<file path="src/rtl/dispatch_host_pkg.sv">
// Shared constants for the dispatcher host interface: descriptor field widths,
// packed-descriptor bit offsets and the arbiter FSM encoding.
package dispatch_host_pkg;

    localparam int WF_COUNT_WIDTH  = 4;
    localparam int VGPR_ID_WIDTH   = 8;
    localparam int SGPR_ID_WIDTH   = 4;
    localparam int LDS_ID_WIDTH    = 8;
    localparam int GDS_ID_WIDTH    = 14;
    localparam int WAVE_ITEM_WIDTH = 6;
    localparam int MEM_ADDR_WIDTH  = 32;

    // Offsets are LSB positions; start_pc sits at the bottom, num_wf at the top.
    localparam int OFF_START_PC    = 0;
    localparam int OFF_WF_SIZE     = OFF_START_PC    + MEM_ADDR_WIDTH;
    localparam int OFF_GDS_TOTAL   = OFF_WF_SIZE     + WAVE_ITEM_WIDTH;
    localparam int OFF_LDS_TOTAL   = OFF_GDS_TOTAL   + GDS_ID_WIDTH + 1;
    localparam int OFF_SGPR_TOTAL  = OFF_LDS_TOTAL   + LDS_ID_WIDTH + 1;
    localparam int OFF_SGPR_PER_WF = OFF_SGPR_TOTAL  + SGPR_ID_WIDTH + 1;
    localparam int OFF_VGPR_TOTAL  = OFF_SGPR_PER_WF + SGPR_ID_WIDTH + 1;
    localparam int OFF_VGPR_PER_WF = OFF_VGPR_TOTAL  + VGPR_ID_WIDTH + 1;
    localparam int OFF_NUM_WF      = OFF_VGPR_PER_WF + VGPR_ID_WIDTH + 1;
    localparam int DESC_WIDTH      = OFF_NUM_WF      + WF_COUNT_WIDTH;

    typedef enum logic [0:0] {
        ST_IDLE    = 1'b0,
        ST_PRESENT = 1'b1
    } arb_state_e;

endpackage

</file>
<file path="src/rtl/wg_id_pool.sv">
// Workgroup id pool: free bitmap with lowest-free allocation, per-id owner
// queue, outstanding-WG counter and completion routing back to the owner.
module wg_id_pool #(
    parameter int NUM_QUEUES   = 2,
    parameter int QID_WIDTH    = 1,
    parameter int WG_ID_WIDTH  = 6,
    parameter int MAX_INFLIGHT = 32
) (
    input  logic                   clk,
    input  logic                   rst,
    input  logic                   alloc,
    input  logic [QID_WIDTH-1:0]   alloc_owner,
    output logic [WG_ID_WIDTH-1:0] alloc_id,
    output logic                   can_alloc,
    input  logic                   free_valid,
    input  logic [WG_ID_WIDTH-1:0] free_id,
    output logic [NUM_QUEUES-1:0]  done_vec,
    output logic [WG_ID_WIDTH:0]   inflight_count,
    output logic                   err_spurious
);

    localparam int POOL_SIZE = 1 << WG_ID_WIDTH;

    logic [POOL_SIZE-1:0] busy;
    logic [QID_WIDTH-1:0] owner [POOL_SIZE];
    logic                 free_hit;

    always_comb begin
        alloc_id = '0;
        for (int i = POOL_SIZE - 1; i >= 0; i--) begin
            if (!busy[i]) alloc_id = WG_ID_WIDTH'(i);
        end
    end

    assign can_alloc = !(&busy) && (inflight_count < (WG_ID_WIDTH + 1)'(MAX_INFLIGHT));
    assign free_hit  = free_valid && busy[free_id];

    always_ff @(posedge clk or negedge rst) begin
        if (!rst) begin
            busy           <= '0;
            // NOTE: the owner table is reset so a completion can never route an X owner onto q_wg_done.
            for (int i = 0; i < POOL_SIZE; i++) owner[i] <= '0;
            done_vec       <= '0;
            inflight_count <= '0;
            err_spurious   <= 1'b0;
        end else begin
            // NOTE: all state here uses <= so every read sees the pre-edge bitmap and owner table.
            done_vec <= '0;
            if (alloc) begin
                busy[alloc_id]  <= 1'b1;
                owner[alloc_id] <= alloc_owner;
            end
            if (free_hit) begin
                busy[free_id]            <= 1'b0;
                done_vec[owner[free_id]] <= 1'b1;
            end
            if (free_valid && !free_hit) err_spurious <= 1'b1;
            case ({alloc, free_hit})
                2'b10:   inflight_count <= inflight_count + 1'b1;
                2'b01:   inflight_count <= inflight_count - 1'b1;
                default: inflight_count <= inflight_count;
            endcase
        end
    end

endmodule

</file>
<file path="src/rtl/dispatch_host_arbiter.sv">
// Round-robin arbiter sharing the dispatcher host port between kernel queues;
// allocates a wg_id per accepted descriptor and routes completions back.
module dispatch_host_arbiter
    import dispatch_host_pkg::*;
#(
    parameter int NUM_QUEUES   = 2,
    parameter int QID_WIDTH    = 1,
    parameter int WG_ID_WIDTH  = 6,
    parameter int MAX_INFLIGHT = 32
) (
    input  logic                             clk,
    input  logic                             rst,
    input  logic [NUM_QUEUES-1:0]            q_valid,
    input  logic [NUM_QUEUES*DESC_WIDTH-1:0] q_desc,
    output logic [NUM_QUEUES-1:0]            q_ready,
    output logic [NUM_QUEUES-1:0]            q_wg_done,
    output logic                             host_wg_valid,
    output logic [WG_ID_WIDTH-1:0]           host_wg_id,
    output logic [WF_COUNT_WIDTH-1:0]        host_num_wf,
    output logic [VGPR_ID_WIDTH:0]           host_vgpr_size_per_wf,
    output logic [VGPR_ID_WIDTH:0]           host_vgpr_size_total,
    output logic [SGPR_ID_WIDTH:0]           host_sgpr_size_per_wf,
    output logic [SGPR_ID_WIDTH:0]           host_sgpr_size_total,
    output logic [LDS_ID_WIDTH:0]            host_lds_size_total,
    output logic [GDS_ID_WIDTH:0]            host_gds_size_total,
    output logic [WAVE_ITEM_WIDTH-1:0]       host_wf_size,
    output logic [MEM_ADDR_WIDTH-1:0]        host_start_pc,
    input  logic                             inflight_wg_buffer_host_rcvd_ack,
    input  logic                             inflight_wg_buffer_host_wf_done,
    input  logic [WG_ID_WIDTH-1:0]           inflight_wg_buffer_host_wf_done_wg_id,
    output logic [WG_ID_WIDTH:0]             inflight_count,
    output logic                             err_spurious_done
);

    arb_state_e             state;
    logic [QID_WIDTH-1:0]   rr_ptr;
    logic [QID_WIDTH-1:0]   cur_q;
    logic [QID_WIDTH-1:0]   win;
    logic [QID_WIDTH-1:0]   idx;
    logic                   found;
    logic                   can_alloc;
    logic                   grant;
    logic [WG_ID_WIDTH-1:0] alloc_id;
    logic [DESC_WIDTH-1:0]  sel_desc;

    // First valid queue at or after rr_ptr, wrapping.
    always_comb begin
        // NOTE: every always_comb output gets a default first so no path leaves it unassigned (no latch).
        win   = '0;
        found = 1'b0;
        idx   = '0;
        for (int k = 0; k < NUM_QUEUES; k++) begin
            idx = QID_WIDTH'((int'(rr_ptr) + k) % NUM_QUEUES);
            if (!found && q_valid[idx]) begin
                found = 1'b1;
                win   = idx;
            end
        end
    end

    assign grant    = (state == ST_IDLE) && found && can_alloc;
    assign sel_desc = q_desc[win*DESC_WIDTH +: DESC_WIDTH];

    always_comb begin
        q_ready = '0;
        if (grant) q_ready[win] = 1'b1;
    end

    always_ff @(posedge clk or negedge rst) begin
        if (!rst) begin
            state                 <= ST_IDLE;
            rr_ptr                <= '0;
            cur_q                 <= '0;
            host_wg_valid         <= 1'b0;
            host_wg_id            <= '0;
            host_num_wf           <= '0;
            host_vgpr_size_per_wf <= '0;
            host_vgpr_size_total  <= '0;
            host_sgpr_size_per_wf <= '0;
            host_sgpr_size_total  <= '0;
            host_lds_size_total   <= '0;
            host_gds_size_total   <= '0;
            host_wf_size          <= '0;
            host_start_pc         <= '0;
        end else begin
            case (state)
                ST_IDLE: begin
                    if (grant) begin
                        state                 <= ST_PRESENT;
                        host_wg_valid         <= 1'b1;
                        host_wg_id            <= alloc_id;
                        cur_q                 <= win;
                        host_num_wf           <= sel_desc[OFF_NUM_WF      +: WF_COUNT_WIDTH];
                        host_vgpr_size_per_wf <= sel_desc[OFF_VGPR_PER_WF +: VGPR_ID_WIDTH + 1];
                        host_vgpr_size_total  <= sel_desc[OFF_VGPR_TOTAL  +: VGPR_ID_WIDTH + 1];
                        host_sgpr_size_per_wf <= sel_desc[OFF_SGPR_PER_WF +: SGPR_ID_WIDTH + 1];
                        host_sgpr_size_total  <= sel_desc[OFF_SGPR_TOTAL  +: SGPR_ID_WIDTH + 1];
                        host_lds_size_total   <= sel_desc[OFF_LDS_TOTAL   +: LDS_ID_WIDTH + 1];
                        host_gds_size_total   <= sel_desc[OFF_GDS_TOTAL   +: GDS_ID_WIDTH + 1];
                        host_wf_size          <= sel_desc[OFF_WF_SIZE     +: WAVE_ITEM_WIDTH];
                        host_start_pc         <= sel_desc[OFF_START_PC    +: MEM_ADDR_WIDTH];
                    end
                end
                ST_PRESENT: begin
                    if (inflight_wg_buffer_host_rcvd_ack) begin
                        state         <= ST_IDLE;
                        host_wg_valid <= 1'b0;
                        rr_ptr        <= (cur_q == QID_WIDTH'(NUM_QUEUES - 1)) ? '0 : cur_q + 1'b1;
                    end
                end
                default: state <= ST_IDLE;
            endcase
        end
    end

    wg_id_pool #(
        .NUM_QUEUES  (NUM_QUEUES),
        .QID_WIDTH   (QID_WIDTH),
        .WG_ID_WIDTH (WG_ID_WIDTH),
        .MAX_INFLIGHT(MAX_INFLIGHT)
    ) u_pool (
        .clk           (clk),
        .rst           (rst),
        .alloc         (grant),
        .alloc_owner   (win),
        .alloc_id      (alloc_id),
        .can_alloc     (can_alloc),
        .free_valid    (inflight_wg_buffer_host_wf_done),
        .free_id       (inflight_wg_buffer_host_wf_done_wg_id),
        .done_vec      (q_wg_done),
        .inflight_count(inflight_count),
        .err_spurious  (err_spurious_done)
    );

endmodule
</file>
<file path="config.mk">
export PLATFORM = sky130hd
export DESIGN_NAME = dispatch_host_arbiter
export DESIGN_NICKNAME = d
export VERILOG_FILES = /design/src/rtl/dispatch_host_pkg.sv /design/src/rtl/wg_id_pool.sv /design/src/rtl/dispatch_host_arbiter.sv
export SDC_FILE = /design/constraint.sdc
export NUM_CORES = 1
export LEC_CHECK = 0
export BUFFER_PORTS_ARGS = -buffer_cell sky130_fd_sc_hd__buf_2
export CORE_MARGIN = 1
export CORE_UTILIZATION = 54
export CTS_CLUSTER_SIZE = 40
export DETAILED_ROUTE_END_ITERATION = 8
export HOLD_SLACK_MARGIN = 0.02
export PLACE_DENSITY = 0.84
export SYNTH_ARGS = -nofsm -noshare
export SYNTH_HDL_FRONTEND = slang
export SYNTH_SLANG_ARGS = --single-unit
</file>
<file path="constraint.sdc">
create_clock -name clk -period 4.11 [get_ports clk]
set_input_delay 0.822 -clock clk [delete_from_list [all_inputs] [get_ports clk]]
set_output_delay 0.822 -clock clk [all_outputs]
set_load 0.03 [all_outputs]
</file>
* After elaboration in Yosys (flattened, before gate mapping)
Cells that the tools add are included.
** Cells by class
- Muxes and demuxes :: 100
- $mul :: 1
- $add $sub $neg :: 4
- Shifts and indexed selects :: 1
- Reductions and logical operators :: 19
- Bitwise operators :: 6
- Equality and inequality tests :: 4
- Magnitude comparators :: 14
** Operators by type and width (count)
- 2-to-1 mux 6 bit :: 64
- indexed part select 188 x 9 -> 94 bit :: 1
- 2-to-1 mux 64 bit :: 2
- bitwise AND 64 bit :: 1
- bitwise mux 64 bit :: 1
- inverter 64 bit :: 1
- OR 64 bit :: 1
- AND reduction 64 bit :: 1
- 2-to-1 mux 1 bit :: 21
- demux 1 bit (select 6 bit) :: 3
- >= comparator 7 bit, second input constant :: 2
- < comparator 6 x 7 -> 1 bit, second input constant :: 2
- inverter 6 -> 7 bit :: 2
- case mux 7 bit (2 select lines) :: 1
- binary-select mux 1 bit (select 6 bit) :: 2
- >= comparator 6 x 1 -> 1 bit, second input constant :: 2
- logical AND 1 bit :: 11
- < comparator 1 x 2 -> 1 bit, second input constant :: 4
- adder 7 x 1 -> 7 bit, second input constant :: 1
- < comparator 7 x 1 -> 1 bit, second input constant :: 1
- < comparator 7 x 6 -> 1 bit, second input constant :: 1
- multiplier 1 x 6 -> 7 bit, second input constant :: 1
- subtractor 7 x 1 -> 7 bit, second input constant :: 1
- AND reduction 2 bit :: 3
- 12 further kinds :: 19
** Storage, ports and cells
- Output and inout port bits :: 113
- Word-level logic and storage cells :: 231
- Flip-flop bits (word level) :: 242
- Input bits :: 200

* Depth between registers and ports, before layout
Gate-level depths: netlist (run 1).
- Depth in word-level cells :: 72
- Depth in mapped cells :: 22
- Gate-level depth less buffers :: 19

* Hierarchy
A second synthesis (run 1) with hierarchy kept.
** Unflattened totals
- Cells, all modules :: 1317
- Area, all modules :: 13454.2 sq um
** Modules (own cells, without submodules)
- wg_id_pool :: area each 8660.8 sq um, cells each 852, times used 1, sequential area each 3453.3 sq um
- dispatch_host_arbiter :: area each 4793.3 sq um, cells each 465, times used 1, sequential area each 2602.5 sq um

* Worst setup path after synthesis (run 1)
Ideal clock, no wire load.
- Kind :: input-to-reg
- Start point :: input inflight_wg_buffer_host_wf_done_wg_id[0]
- End point :: register u_pool.inflight_count[6]
- Library setup time :: 0.136 ns
- Cell stages on the path :: 20
- Slack :: -0.292 ns
- Required time :: 3.974 ns
- Buffers on the path :: 3
- Arrival time :: 4.265 ns
- Cell sequence :: buf_6 -> buf_4 -> buf_2 -> inv_1 -> a221oi_1 -> o221ai_1 -> a32oi_1 -> o311a_1 -> nand2b_1 -> inv_1 -> ha_1 -> ha_1 -> nor2b_1 -> o21a_1 -> o21ai_0 -> nand2b_1 -> a21oi_1 -> xnor2_1 -> nor2_1 -> xor2_1
** On the way
- Cells in the longest elaborated chain, start to end :: 5
- Elaborated cells between the ends (all ways) :: 7
- Those cells by class :: eq/ne: 2; mux: 3; reduce/logical: 2
** Ends and longest elaborated chain
- start: declaration :: RTL line dispatch_host_arbiter.sv:30 : input logic [WG_ID_WIDTH-1:0] inflight_wg_buffer_host_wf_done_wg_id,
- binary-select mux 1 bit (select 6 bit) (*) :: RTL line wg_id_pool.sv:36 : assign free_hit = free_valid && busy[free_id];
- 2-to-1 mux 1 bit (not written as such) (*) :: RTL line wg_id_pool.sv:36
- logical AND 1 bit (*) :: RTL line wg_id_pool.sv:36
- == test 2 x 1 -> 1 bit or == test 2 bit (tied branches) :: RTL line wg_id_pool.sv:58 : case ({alloc, free_hit})
- case mux 7 bit (2 select lines) or nonzero test 2 bit (tied branches)
- end signal: assignment :: RTL line wg_id_pool.sv:59 : 2'b10: inflight_count <= inflight_count + 1'b1;
- end signal: assignment :: RTL line wg_id_pool.sv:60 : 2'b01: inflight_count <= inflight_count - 1'b1;
- end signal: assignment :: RTL line wg_id_pool.sv:61 : default: inflight_count <= inflight_count;
- end: declaration :: RTL line wg_id_pool.sv:18 : output logic [WG_ID_WIDTH:0] inflight_count,
Mark *: on every way between the ends. The rest lies on a longest branch, timed or not. The select of a mux whose other input is x is not followed.
A chain may end at the register's enable or synchronous reset.

* Final worst setup path (run 1)
- Start point :: register u_pool.busy[17]
- End point :: output q_ready[0]
** On the way
- Cells in the longest elaborated chain, start to end :: 5
** Ends and longest elaborated chain
- start: declaration :: RTL line wg_id_pool.sv:24 : logic [POOL_SIZE-1:0] busy;
- start signal: assignment :: RTL line wg_id_pool.sv:40 : busy <= '0;
- start signal: indexed assignment :: RTL line wg_id_pool.sv:50 : busy[alloc_id] <= 1'b1;
- start signal: indexed assignment :: RTL line wg_id_pool.sv:54 : busy[free_id] <= 1'b0;
- AND reduction 64 bit :: RTL line wg_id_pool.sv:35 : assign can_alloc = !(&busy) && (inflight_count < (WG_ID_WIDTH + 1)'(MAX_INFLIGHT));
- zero test 1 bit :: RTL line wg_id_pool.sv:35
- logical AND 1 bit :: RTL line wg_id_pool.sv:35
- logical AND 1 bit :: RTL line dispatch_host_arbiter.sv:61 : assign grant = (state == ST_IDLE) && found && can_alloc;
- 2-to-1 mux 2 bit :: RTL line dispatch_host_arbiter.sv:66 : if (grant) q_ready[win] = 1'b1;
- end: declaration :: RTL line dispatch_host_arbiter.sv:15 : output logic [NUM_QUEUES-1:0] q_ready,
No other way between the ends.

==> metrics.md, run 1 <==
| Metric | Value |
|---|---|
| Synthesized instance count | 1372 |
| Number of synthesized flops with an enable pin | 0 |
| Number of H-tree levels | 1 |
| Slew headroom | 27.7% |
| Drt first pass iters | 8 |
| CP max FO | 11 |
| Final Skew | 0.0177 ns |
| Post-route cell area | 15900 um^2 |
| Total number of yosys warnings | 0 |
| Port Buffer Count | about 310 |
| Mapped Area | approximately 13000 um^2 |
| Share of layout cells above drive strength 1 | about a third |
| CTS buffer count | 25 |
| Total global routing overflow | 0 |
| Area leader, netlist | dfrtp_1 |
| Seq cells post-synth | 242 |
| RSZ-0062 raised after global routing | no |
| # placed instances | 1995 |
| Max Cap Viol | 0 |
| HPWL after DPL | approximately 35000 um |
| Worst hold path type | in -> async |
| Skew-Pair Late Insertion Delay | 0.54 ns |
| Fin crit period | between 3 and 4 ns |
| CTS tree | built |
| Root Driver | clkbuf_16 |
| Ranking of synthesized cells by area | dfrtp_1 48%, nand2_1 7.5%, mux2_2 5.5% |
| Area share of the largest cell type after synthesis | 47.6% |
| Crit. End Element | output port |
| DRT antenna net count | 0 |
| Setup bufs post-CTS | 0 |
| DRT iter0 DRCs | between 1500 and 2000 |
| Status | completed |
| Cts hold-fix bufs | 0 |
| Global-route wire length before repair | 71300 um |
| Initial antenna violation count | 4 |
| Mean Syn Cell Area | a little over 9 um^2 |
| Post-synth cell types | 81 |
| GRT Util Overall | between 30% and 40% |
| Slew @ Worst Pin | between 1 and 1.5 ns |
| DRC errors left | 0 |
| Setup slack, reg-to-reg | between 0.3 and 0.4 ns |
| Final hold vios | 0 |
| Layout area overhead | 25.0% |
| # rows | between 50 and 60 |
| Cell Area, Placed | 15000 um^2 |
| # nets final | ~1900 |
| Die width | around 160 um |
| Final Worst Setup Slack | between 0.15 and 0.2 ns |
| Clock sink total | roughly 240 |
| Worst path max stage delay | 0.53 ns |
| Clk buf depth | 3 |
| Vias in the first global route | 12139 |
| Final period utilization | 95.4% |
| Total Wirelength | around 48000 um |
| Clk pin slew, worst setup/hold paths | around 0.06 ns |
| Main synth FF type | dfrtp_1 |
| Total leakage power | ~7.3 nW |
| Crit start category | flop |
| Slowest stage cell, crit path | dfrtp_1 |
| Power per cell area | ~670 nW/um^2 |
| Async set-reset flop share out of synthesis | between 90% and 100% |
| Die H | around 160 um |
| Place WS | -0.344 ns |
| Final setup TNS | 0 ns |
| Critical path class | reg -> out |
| Synth Net Count | 1579 |
| Vias/cell | ~6.3 |
| Final setup viols | 0 |
| Worst Path Arrival | about 3.1 ns |
| Max Slew Vio Count | 0 |
| Critical-path cell list | nand4_1 > or2_1 > nor3_4 > nand2_1 > nor2_2 > nor2_4 > inv_1 > buf_4 > nor2_1 > buf_2 |
| Largest net degree at the start of global routing | 100 |
| Core Area | 22800 um^2 |
| Via count | around 13000 |
| Non-filler instance count after layout | 2041 |
| IO Pins | ~310 |
| WP data required | approximately 3.3 ns |
| Die ar. | 24200 um^2 |
| Sequential-to-total area share from yosys stat | between 40% and 50% |
| Peak supply drop | ~490 uV |
| Avg WL per Cell | between 20 and 25 um |
| Tot Pwr | between 10 and 15 mW |
| Initial Util | between 50% and 60% |
| Max Freq | 255 MHz |
| Final Wtd Congestion | just over 1 |
| Post-CTS Resized | 0 |
worst paths after layout:
path,from,end,cells after the start
worst max register to register,u_pool.busy[34]$_DFF_PN0_,u_pool.inflight_count[6]$_DFFE_PN0P_,18
worst min-delay path,rst,u_pool.owner[3]$_DFFE_PN0P_,1
min in group clk,u_pool.err_spurious$_DFFE_PN0P_,u_pool.err_spurious$_DFFE_PN0P_,1
worst max-delay path,u_pool.busy[17]$_DFF_PN0_,q_ready[0],10
worst min register to register,u_pool.err_spurious$_DFFE_PN0P_,u_pool.err_spurious$_DFFE_PN0P_,1
max in group asynchronous,rst,u_pool.busy[7]$_DFF_PN0_,2
worst max-delay path: cells and delay by family, from the launching register on:
| kind | cells | cell delay, ns |
|---|---|---|
| flip-flops | 1 | 0.53 |
| AND/OR/NAND/NOR | 7 | 1.53 |
| buffers and inverters | 3 | 0.50 |
per-layer routing:
layer	vias up	track usage (%)	part of all wire [%]
met2	869	59.2	44
met1	6172	54.6	39
li1	5624	-	-
met3	158	8.02	11
met4	4	17.2	4.9
met5	-	0	0.038
synth_stat cells, drive strengths merged (7+ instances only):
cell,n
a2111oi,9
a21o,9
a21oi,35
a221oi,17
a22oi,17
a2bb2oi,24
a31oi,105
buf,24
clkbuf,68
dfrtp,242
inv,32
mux2,69
mux2i,10
nand2,255
nand2b,12
nand3,25
nand4,20
nor2,176
nor2b,9
nor3,23
o211ai,8
o21ai,45
o22a,31
o31ai,7
layout by cell type, fill, tap and decap left out, types with 6 or more instances in the layout:
| cell | instances |
|---|---|
| buf_2 | 311 |
| nand2_1 | 255 |
| dfrtp_1 | 242 |
| nor2_1 | 174 |
| a31oi_1 | 105 |
| buf_4 | 88 |
| mux2_2 | 62 |
| o21ai_0 | 38 |
| a21oi_1 | 34 |
| inv_1 | 32 |
| o22a_1 | 31 |
| clkbuf_16 | 25 |
| a2bb2oi_1 | 24 |
| nand3_1 | 23 |
| nand4_1 | 19 |
| a22oi_1 | 17 |
| nor3_1 | 17 |
| a221oi_1 | 14 |
| nand2b_1 | 11 |
| mux2i_1 | 10 |
| a21o_1 | 9 |
| o211ai_1 | 8 |
| nor2b_1 | 8 |
| o31ai_1 | 7 |
| clkbuf_1 | 7 |
| a21boi_0 | 6 |
flip-flops by register name (all words and copies together) (netlist names), 2 cells and up:
signal                 flops
host_sgpr_size_total       5
u_pool.done_vec            2
u_pool.inflight_count      7
u_pool.busy               64
u_pool.owner              64
host_vgpr_size_per_wf      9
host_gds_size_total       15
host_wg_id                 6
host_sgpr_size_per_wf      5
host_start_pc             32
host_lds_size_total        9
host_vgpr_size_total       9
host_num_wf                4
host_wf_size               6
layout make-up:
| type | count | area (um^2) |
|---|---|---|
| inverters | 32 | 120 |
| well taps | 313 | 392 |
| diodes | 3 | 7.51 |
| multi-input cells | 1006 | 6230 |
| repair buffers | 402 | 2270 |
| fillers | 1802 | 6950 |
| clock buffers | 34 | 679 |
| clock inverters | 9 | 141 |
| flip-flops and latches | 242 | 6060 |
cells by family after synthesis:
kind of cell	Yosys count	share of synthesized area [%]
flip-flops	242	47.6
AND/OR/NAND/NOR	552	19.3
AO/OA/AOI/OAI	357	20.1
buffers and inverters	124	4.02
XOR/XNOR	7	0.482
adder cells (fa/ha/maj)	7	0.748
multiplexers	83	7.72
power breakdown:
part	total, mW	internal [mW]	switching (mW)
sequential	3.55	3.06	0.495
clock	2.32	1.35	0.968
combinational	4.72	1.44	3.28
metrics by stage:
| stage | util (%) | hold slack (ns) |
|---|---|---|
| after CTS | 69.4 | 0.290 |
| after detailed placement | 65.9 | 0.444 |
| final | 69.6 | 0.254 |
| after floorplan | - | 0.437 |
| after global placement | 65.9 | 0.438 |
| after global routing | 69.6 | 0.313 |
No activity file was read; power rests on OpenSTA's default activity.
==> run 2, diff against run 1 <==
==> constraint.sdc (replaced) <==
create_clock -name clk -period 4.11 [get_ports clk]
set_input_delay 0.2055 -clock clk [delete_from_list [all_inputs] [get_ports clk]]
set_output_delay 0.2055 -clock clk [all_outputs]
set_load 0.03 [all_outputs]
==> metrics.md, run 2 (synthesis results as in run 1) <==
| Metric | Value |
|---|---|
| Status | completed |
| Largest regs | u_pool.busy: 64 flops, u_pool.owner: 64 flops, host_start_pc: 32 flops |
| Setup slack, reg-to-reg | 0.21 ns (-0.18 ns) |
| Port Buffer Count | 312 (unchanged) |
| Worst Path Arrival | 4.38 ns (+1.28 ns) |
| Commonest non-fill, non-tap cell in the layout | buf_2 |
| Initial antenna violation count | 10 (+6) |
| Met2 WL | 25400 um (+20%) |
| Number of H-tree levels | 1 (unchanged) |
| Commonest non-fill, non-tap cells in the layout | 311 x buf_2, 255 x nand2_1, 240 x dfrtp_1, 190 x dlygate4sd3_1, 175 x nor2_1 |
| Fin crit period | 3.90 ns (-0.0182 ns) |
| WP data required | 4.59 ns (+1.30 ns) |
| Die H | 155 um (unchanged) |
| CTS buffer count | 26 (+4.0%) |
| Final setup viols | 0 (unchanged) |
| Final Skew | 0.0175 ns (-0.000189 ns) |
| Vias in the first global route | 15193 (+25%) |
| Max Slew Vio Count | 0 (unchanged) |
| Place WS | 0.229 ns (+0.573 ns) |
| FF-to-FF End | host_gds_size_total[1]$_DFFE_PN0P_ |
| Worst hold path type | in -> reg |
| Hold Slack | 0.135 ns (-0.119 ns) |
| Die width | 155 um (unchanged) |
| Final Worst Setup Slack | 0.208 ns (+0.0182 ns) |
| Die ar. | 24200 um^2 (unchanged) |
| Clock sink total | 242 (unchanged) |
| DR top layer | met5 |
| Largest net degree at the start of global routing | 123 (+23%) |
| GRT Util Overall | 49.9% (+11 points) |
| Setup bufs post-CTS | 0 (unchanged) |
| Cell Area, Placed | 14800 um^2 (-1.4%) |
| Vias/cell | 6.74 (+7.3%) |
| Max Cap Viol | 0 (unchanged) |
| Core Area | 22800 um^2 (unchanged) |
| Fillers | 1390 (-23%) |
| Total global routing overflow | 0 (unchanged) |
| Beginning of the worst hold path | q_desc[16] |
| Final setup TNS | 0 ns (unchanged) |
| Share of layout cells above drive strength 1 | 27.7% (-4.2 points) |
| Area taken by multi-input logic gates | 6200 um^2 (-0.44%) |
| DRT iter0 DRCs | 2409 (+52%) |
| R2R cell count | 11 (-7) |
| Crit start category | flop |
| Slew @ Worst Pin | 0.997 ns (-0.0877 ns) |
| Peak supply drop | 638 uV (+31%) |
| Final Wtd Congestion | 1.03 (+0.13%) |
| Critical path class | reg -> reg |
| CP max FO | 96 (+85) |
| # rows | 55 (unchanged) |
| Max Freq | 256 MHz (+0.46%) |
| Global-route wire length before repair | 89900 um (+26%) |
| Root Driver | clkbuf_16 |
| Clk pin slew, worst setup/hold paths | 0.07 ns (about the same) |
| Total Wirelength | 59400 um (+25%) |
| Avg WL per Cell | 26.8 um (+15%) |
| WL met3 | 8660 um (+63%) |
| Hold Path End | host_start_pc[16]$_DFFE_PN0P_ |
| Reg area | 6060 um^2 (about the same) |
| Post-route cell area | 17600 um^2 (+11%) |
| R2r startpoint | u_pool.busy[22]$_DFF_PN0_ |
| Drt first pass iters | 8 (unchanged) |
| DRC errors left | 0 (unchanged) |
| Layout area overhead | 38.5% |
| RSZ-0062 raised after global routing | no |
| DRT antenna net count | 0 (unchanged) |
| M1 WL | 19800 um (+5.4%) |
| HPWL after DPL | 34100 um (-2.9%) |
| Final hold vios | 0 (unchanged) |
| Crit. End Element | flop |
| Initial Util | 55.7% (unchanged) |
| Skew-Pair Late Insertion Delay | 0.55 ns (about the same) |
| Final period utilization | 94.9% (-0.44 points) |
| # nets final | 2083 (+8.7%) |
| Hold Crit Depth | 3 |
| Slew headroom | 33.0% (+5.3 points) |
| Total leakage power | 7.95 nW (+8.3%) |
| Clk buf depth | 3 (unchanged) |
| IO Pins | 313 (unchanged) |
| Power per cell area | 699 nW/um^2 (+5.0%) |
| Via count | 14929 (+16%) |
| CTS tree | built |
[run 2: what timing repair did]
item,CTS,global route
hold buffers,190,0
setup endpoints to repair,0,49
resized for setup,0,5
hold endpoints to repair,218,0
[run 2: where the power goes]
group          leakage [nW]  switching, mW  internal, mW
Combinational          4.54           3.94          2.26
Sequential             3.01          0.651          3.06
Clock                 0.409           1.05          1.37
Total                  7.95           5.64          6.68
[run 2: cell type report]
cell class	instances	area share, %
Antenna cell	8	0.114
Clock buffer	37	4.16
Clock inverter	8	0.611
Inverter	32	0.682
Multi-Input combinational cell	1006	35.2
Sequential cell	242	34.4
Tap cell	313	2.22
Timing Repair Buffer	568	22.6
[run 2: worst max path at each step]
stage | endpoint | startpoint | slack [ns] | cells past startpoint
6_report | host_gds_size_total[1]$_DFFE_PN0P_ | u_pool.busy[22]$_DFF_PN0_ | 0.21 | 11
5_1_grt | u_pool.inflight_count[6]$_DFFE_PN0P_ | u_pool.busy[21]$_DFF_PN0_ | 0.03 | 18
3_5_place_dp | u_pool.inflight_count[6]$_DFFE_PN0P_ | inflight_wg_buffer_host_wf_done_wg_id[0] | 0.23 | 20
2_1_floorplan | u_pool.inflight_count[6]$_DFFE_PN0P_ | u_pool.busy[21]$_DFF_PN0_ | 0.29 | 18
3_3_place_gp | u_pool.inflight_count[6]$_DFFE_PN0P_ | inflight_wg_buffer_host_wf_done_wg_id[0] | 0.29 | 19
4_1_cts | host_start_pc[26]$_DFFE_PN0P_ | u_pool.busy[22]$_DFF_PN0_ | 0.38 | 11
[run 2: metal layers]
| metal | track usage, % | up-vias |
|---|---|---|
| li1 | - | 5941 |
| met4 | 36.6 | 10 |
| met1 | 59.0 | 7016 |
| met5 | 3.52 | - |
| met3 | 21.4 | 495 |
| met2 | 72.2 | 1467 |
[run 2: stage by stage]
stage               cells  total power, mW  utilization (%)
floorplan            1372             6.52                -
CTS                  2206             11.4             76.9
finish               2214             12.3             77.1
global placement     1971             8.03             64.9
global route         2209             12.7             77.0
detailed placement   1971             8.13             64.9
[run 2: worst max-delay path, cell delays in order, from the launching register on]
cell	delay (ns)
dfrtp_1	0.49
nand4_1	0.27
or2_1	0.26
nor3_4	0.08
nand2_1	0.09
nor2_1	0.09
nor2_4	0.15
buf_4	0.75
buf_6	0.61
nor2_1	0.16
a31oi_1	0.20
dlygate4sd3_1	0.60
